File: src/rtl/pll_reset_sequencer.sv
// pll_reset_sequencer: iCE40 PLL power-up/lock supervisor that holds system reset until lock is stable.
// Optional fallback to reference-clock bypass on repeated lock failure: define PLLSEQ_BYPASS_FALLBACK_EN.
module pll_reset_sequencer #(
    parameter int RST_CYCLES    = 16,
    parameter int LOCK_TIMEOUT  = 1000,
    parameter int STABLE_CYCLES = 64,
    parameter int MAX_RETRY     = 3,
    parameter int CNT_W         = 16
) (
    input  logic       clk,
    input  logic       resetn,
    input  logic       pll_lock,
    input  logic       restart,
    output logic       pll_resetb,
    output logic       pll_bypass,
    output logic       sys_rst_n,
    output logic       locked,
    output logic       fault,
    output logic [3:0] retry_cnt,
    output logic [2:0] state
);

    typedef enum logic [2:0] {
        ST_RESET_PLL = 3'd0,
        ST_WAIT_LOCK = 3'd1,
        ST_STABLE    = 3'd2,
        ST_RUN       = 3'd3,
        ST_FAULT     = 3'd4
`ifdef PLLSEQ_BYPASS_FALLBACK_EN
        ,
        ST_BYPASS    = 3'd5
`endif
    } state_t;

`ifdef PLLSEQ_BYPASS_FALLBACK_EN
    localparam state_t FAIL_STATE = ST_BYPASS;
`else
    localparam state_t FAIL_STATE = ST_FAULT;
`endif

    localparam logic [CNT_W-1:0] CNT_ZERO     = {CNT_W{1'b0}};
    localparam logic [CNT_W-1:0] CNT_ONE      = CNT_W'(1);
    localparam logic [CNT_W-1:0] CNT_MAX      = {CNT_W{1'b1}};
    localparam logic [CNT_W-1:0] RST_LAST     = CNT_W'(RST_CYCLES - 1);
    localparam logic [CNT_W-1:0] TIMEOUT_LAST = CNT_W'(LOCK_TIMEOUT - 1);
    localparam logic [CNT_W-1:0] STABLE_LAST  = CNT_W'(STABLE_CYCLES - 1);
    localparam logic [3:0]       RETRY_MAX    = 4'(MAX_RETRY);

    state_t           state_r;
    state_t           state_nxt_s;
    logic [CNT_W-1:0] cnt_r;
    logic [CNT_W-1:0] cnt_nxt_s;
    logic [CNT_W-1:0] cnt_inc_s;
    logic [3:0]       retry_r;
    logic [3:0]       retry_nxt_s;
    logic             lock_meta_r;
    logic             lock_sync_r;
    logic             bypass_nxt_s;

    // Saturating increment: the counter parks at all-ones instead of wrapping.
    assign cnt_inc_s = (cnt_r == CNT_MAX) ? cnt_r : (cnt_r + CNT_ONE);

`ifdef PLLSEQ_BYPASS_FALLBACK_EN
    assign bypass_nxt_s = (state_nxt_s == ST_BYPASS);
`else
    assign bypass_nxt_s = 1'b0;
`endif

    assign state     = state_r;
    assign retry_cnt = retry_r;
    assign locked    = lock_sync_r;

    // Next-state, counter and retry logic; restart overrides every other condition.
    always_comb begin
        state_nxt_s = state_r;
        cnt_nxt_s   = cnt_inc_s;
        retry_nxt_s = retry_r;
        if (restart) begin
            state_nxt_s = ST_RESET_PLL;
            cnt_nxt_s   = CNT_ZERO;
            retry_nxt_s = 4'd0;
        end else begin
            case (state_r)
                ST_RESET_PLL: begin
                    if (cnt_r == RST_LAST) begin
                        state_nxt_s = ST_WAIT_LOCK;
                        cnt_nxt_s   = CNT_ZERO;
                    end else begin
                        state_nxt_s = ST_RESET_PLL;
                    end
                end
                ST_WAIT_LOCK: begin
                    if (lock_sync_r) begin
                        state_nxt_s = ST_STABLE;
                        cnt_nxt_s   = CNT_ZERO;
                    end else if (cnt_r == TIMEOUT_LAST) begin
                        cnt_nxt_s = CNT_ZERO;
                        if (retry_r == RETRY_MAX) begin
                            state_nxt_s = FAIL_STATE;
                        end else begin
                            state_nxt_s = ST_RESET_PLL;
                            retry_nxt_s = retry_r + 4'd1;
                        end
                    end else begin
                        state_nxt_s = ST_WAIT_LOCK;
                    end
                end
                ST_STABLE: begin
                    // A lock glitch restarts the wait without costing a retry.
                    if (!lock_sync_r) begin
                        state_nxt_s = ST_WAIT_LOCK;
                        cnt_nxt_s   = CNT_ZERO;
                    end else if (cnt_r == STABLE_LAST) begin
                        state_nxt_s = ST_RUN;
                        cnt_nxt_s   = CNT_ZERO;
                        retry_nxt_s = 4'd0;
                    end else begin
                        state_nxt_s = ST_STABLE;
                    end
                end
                ST_RUN: begin
                    retry_nxt_s = 4'd0;
                    if (!lock_sync_r) begin
                        state_nxt_s = ST_RESET_PLL;
                        cnt_nxt_s   = CNT_ZERO;
                    end else begin
                        state_nxt_s = ST_RUN;
                    end
                end
                ST_FAULT: begin
                    state_nxt_s = ST_FAULT;
                end
`ifdef PLLSEQ_BYPASS_FALLBACK_EN
                ST_BYPASS: begin
                    state_nxt_s = ST_BYPASS;
                end
`endif
                default: begin
                    state_nxt_s = ST_RESET_PLL;
                    cnt_nxt_s   = CNT_ZERO;
                    retry_nxt_s = 4'd0;
                end
            endcase
        end
    end

    // State, counter, lock synchronizer and outputs decoded from the next state.
    always_ff @(posedge clk or negedge resetn) begin
        if (!resetn) begin
            state_r     <= ST_RESET_PLL;
            cnt_r       <= CNT_ZERO;
            retry_r     <= 4'd0;
            lock_meta_r <= 1'b0;
            lock_sync_r <= 1'b0;
            pll_resetb  <= 1'b0;
            pll_bypass  <= 1'b0;
            sys_rst_n   <= 1'b0;
            fault       <= 1'b0;
        end else begin
            state_r     <= state_nxt_s;
            cnt_r       <= cnt_nxt_s;
            retry_r     <= retry_nxt_s;
            lock_meta_r <= pll_lock;
            lock_sync_r <= lock_meta_r;
            pll_resetb  <= (state_nxt_s == ST_WAIT_LOCK) || (state_nxt_s == ST_STABLE) ||
                           (state_nxt_s == ST_RUN);
            pll_bypass  <= bypass_nxt_s;
            sys_rst_n   <= (state_nxt_s == ST_RUN) || bypass_nxt_s;
            fault       <= (state_nxt_s == ST_FAULT) || bypass_nxt_s;
        end
    end

endmodule

File: config.mk
export PLATFORM = sky130hd
export DESIGN_NAME = pll_reset_sequencer
export DESIGN_NICKNAME = d
export VERILOG_FILES = /design/src/rtl/pll_reset_sequencer.sv
export SDC_FILE = /design/constraint.sdc
export NUM_CORES = 1
export LEC_CHECK = 0
export ABC_AREA = 0
export CAP_MARGIN = 0
export CORE_MARGIN = 1.5
export CORE_UTILIZATION = 45
export CTS_CLUSTER_DIAMETER = 40
export CTS_CLUSTER_SIZE = 12
export DETAILED_ROUTE_END_ITERATION = 8
export PLACE_DENSITY = 0.73
export SLEW_MARGIN = 20
export SYNTH_ARGS = -nofsm -noshare
export SYNTH_HDL_FRONTEND = slang
export SYNTH_SLANG_ARGS = --single-unit
File: constraint.sdc
create_clock -name clk -period 1.6 [get_ports clk]
set_input_delay 0.32 -clock clk [delete_from_list [all_inputs] [get_ports clk]]
set_output_delay 0.32 -clock clk [all_outputs]
set_load 0.005 [all_outputs]
==> results summary <==
The worst setup path is of the flop to flop kind. The floorplan die area came out at 0.00395 mm2. After technology mapping, the gate count stands at 162. The per-cell via count in the routed design is 5.62. The checks that failed: negative setup slack. The pre-antenna-repair detailed-routing pass consisted of 4 iterations.

The origin of the critical flop-to-flop path is cnt_r[10]. The H-tree level count is 1. The number of global-route vias before repair is 1619. Across the run, the number of max-cap violations was 0.

In this run, synthesis produced a sequential element count of 28. The total setup violations reported at the end of the flow is 25. The number of slew-limit violations in the final report came to 0. Setup repair after global routing could not meet its margin everywhere.

The data required time of the worst path is 1.86 ns. The clock slew seen by the registers of the worst setup and hold paths is 0.16 ns. Compared with the post-synthesis result, the final layout area differs by 47.7%. The clock insertion delay at the later pin of the skew report came out at 0.34 ns.

The async set-or-reset flop fraction in the synthesized netlist came out at 100%. The number of remaining DRC errors came out at 0. The hold buffer count at CTS is 0. The total congestion overflow is 0. The overall die width came out at 62.8 um. The number of buffers inserted during clock tree synthesis came out at 3. The smallest clock period supported by the final layout is computed as 1.90 ns. The fraction of layout instances using a drive strength above 1 came out at 39.2%. The total via count in the routed design is 1535. The largest single stage delay on the critical path is 0.44 ns.

The congestion estimate from routability-driven global placement came to 0.884. The average wire per standard cell is 15.7 um. Grouping stages by cell kind, the critical path spends the most delay in simple AND/OR/NAND/NOR gates.

The number of synthesized flops with an enable pin came out at 0. The number of port buffers came out at 14. The critical path goes through nor4_4 > buf_4 > buf_4 > nand4_1 > nor2_2 > buf_4 > nand4b_1 > a211oi_2. The predominant post-synthesis flop cell is dfrtp_1. Hold timing on the final database bottoms out at a slack of 0.345 ns. In this run the clock root is driven by a clkbuf_4. Data on the critical path arrives at its endpoint at 2.16 ns.

The first routing iteration left 78 violations. The number of top-level pins is 16. The run finished, with violations left. The launching element type of the critical path is a flop.

The dominant cell by count in the synthesized netlist is dfrtp_1. The total of warnings raised by yosys is 0. Counting both buffers and inverters, the worst setup path holds a total of 3.

The overall track demand over capacity in global routing is 21.8%. The slack of the critical path is -0.296 ns. The final-report hold violation count came out at 0. For this configuration, the core starts out at a cell density of 47.5%. The post-route cell area came out at 0.00238 mm2. Of all cell types, the one taking the most synthesized area is dfrtp_1. In this run the standard cell core region covers 0.00339 mm2. The worst reg-to-reg setup slack came out at -0.30 ns. Among the stages of the critical path, the cell type that occurs most often is buf_4.

The combined area of all synthesized cells came out at 0.00161 mm2. The logic depth of the worst register-to-register path is 8. The number of nets in the finished design came out at 234.

The worst-case IR drop observed on VDD is 0.468 mV. The routed wire length is 4300 um. In this run the core area contains 21 standard-cell rows. Counting along the longest clock path gives a buffer depth of 2. The analysis attributes to cell leakage a power of 1.06 nW. The die boundary height is 62.8 um. The category of the worst setup path capture point is a flop. TritonCTS built the clock tree. Counting the fill cells in the layout gives 234. The number of unique standard cell types used by synthesis came out at 53. The synthesized net count came out at 168. The average size of a mapped cell is 9.95 um2. The area after detailed placement came out at 0.00209 mm2. By area the synthesized netlist is led by dfrtp_1 43%, nor2_1 4.9%, xor2_1 4.3%.

The largest net degree at the start of global routing came out at 29. The final period utilization came out at 119%. The post-detailed-route count of antenna-violating nets is 0. Once detailed placement completed, the half-perimeter wirelength came to 2760 um. The final antenna diode count is 0. Based on the critical path, the design can be clocked at up to 0.527 GHz. The portion of the post-synthesis area used by sequential elements is 43.5%.

The number of antenna violations at the first check in global routing came out at 0. Sorting the synthesized cells by how often they occur yields 28 x dfrtp_1, 21 x nor2_1, 9 x nand2_1, 8 x nor3_1, 8 x xor2_1. The fraction of post-synthesis cell area in the top cell type by area came out at 43.5%. The total clock sinks came out at 28.

The top fanout value on the critical path is 3. The endpoint identified for the worst register-to-register timing path is state[2]. In this run the worst hold path is classified as input pin to async pin. The worst clock skew on the final layout came out at 0.0132 ns.

In this run the power density over the cells is 544 mW/mm2. Among all stages on the critical path, the largest delay is contributed by dfrtp_1. The wire length of the first global-routing pass is 7050 um.
sequential cells by signal, summed over array words and instances (netlist names):
signal	count
fault	1
retry_cnt	4
cnt_r	16
locked	1
pll_resetb	1
state	3
sys_rst_n	1
lock_meta_r	1
cell usage in the layout (no fill, tap or decap), drive strengths merged, types with 3 or more instances in the layout:
| cell | Yosys | routed |
|---|---|---|
| or3 | 3 | 3 |
| nor4 | 3 | 3 |
| nor2 | 22 | 22 |
| a21oi | 4 | 4 |
| clkdlybuf4s50 | 0 | 8 |
| a211oi | 5 | 5 |
| nand4 | 4 | 4 |
| nand2 | 10 | 10 |
| xor2 | 8 | 8 |
| dlygate4sd2 | 0 | 3 |
| inv | 7 | 7 |
| o21ai | 5 | 5 |
| buf | 5 | 52 |
| clkbuf | 1 | 3 |
| nand3 | 5 | 5 |
| nor3b | 3 | 3 |
| o211ai | 4 | 4 |
| a31oi | 3 | 3 |
| nand3b | 3 | 3 |
| dfrtp | 28 | 28 |
| nor3 | 8 | 8 |
| dlymetal6s2s | 0 | 3 |
per-layer routing:
| layer | GRT usage, % | wire, um |
|---|---|---|
| met1 | 26.0 | 1840 |
| met2 | 40.2 | 2300 |
| met3 | 2.34 | 125 |
| met4 | 7.78 | 36 |
| met5 | 0 | 0 |
timing repair:
action | CTS | global route
pin swaps | 5 | 8
buffers inserted | 7 | 4
setup endpoints to repair | 32 | 28
cloned | 0 | 1
resized for setup | 10 | 24
worst max-delay path by stage:
stage / slack, ns / cells after the start / end / start
floorplan: -0.11 / 7 / cnt_r[1] / cnt_r[0]
global placement: -0.37 / 5 / cnt_r[11] / restart
detailed placement: -0.45 / 5 / cnt_r[14] / restart
CTS: -0.25 / 5 / cnt_r[14] / cnt_r[10]
global route: -0.38 / 7 / retry_cnt[0] / cnt_r[10]
finish: -0.30 / 8 / state[2] / cnt_r[10]
logic make-up (layout without fill, tap and decap cells):
group           count (synthesis)  after routing  synth area share, %
simple gates                   74             74                 28.8
compound gates                 34             35                 16.0
flops                          28             28                 43.5
buf+inv                        13             77                 4.35
xor+xnor                        8              8                 4.35
fa+ha+maj                       2              2                 1.55
mux                             2              2                 1.24
other cells                     1              1                0.233
power breakdown:
part | internal, W | leakage [nW] | switching (W) | total (W)
registers | 0.000717 | 0.378 | 0.00000862 | 0.000725
logic | 0.0000460 | 0.655 | 0.0000536 | 0.0000996
clock network | 0.000254 | 0.0279 | 0.000216 | 0.000469
total | 0.00102 | 1.06 | 0.000278 | 0.00129
per-stage QoR:
stage	total power (W)	setup TNS [ns]	setup slack [ns]	util (%)	std cells
after floorplan	0.000773	-1.29	-0.109	-	162
after global placement	0.000815	-6.88	-0.368	61.5	257
after detailed placement	0.000819	-8.18	-0.453	61.5	257
after CTS	0.00129	-5.45	-0.252	65.5	268
after global routing	0.00136	-7.95	-0.382	70.2	273
final	0.00129	-6.17	-0.296	70.2	273
area by class of cell:
class | count | area, um2 | area share [%]
multi-input cells | 122 | 988 | 41.5
repair buffers | 66 | 549 | 23.1
clock buffers | 3 | 22.5 | 0.946
inverters | 7 | 26.3 | 1.10
flip-flops and latches | 28 | 706 | 29.7
well taps | 46 | 57.6 | 2.42
clock inverters | 1 | 30.0 | 1.26
No activity file was read; power rests on OpenSTA's default activity.
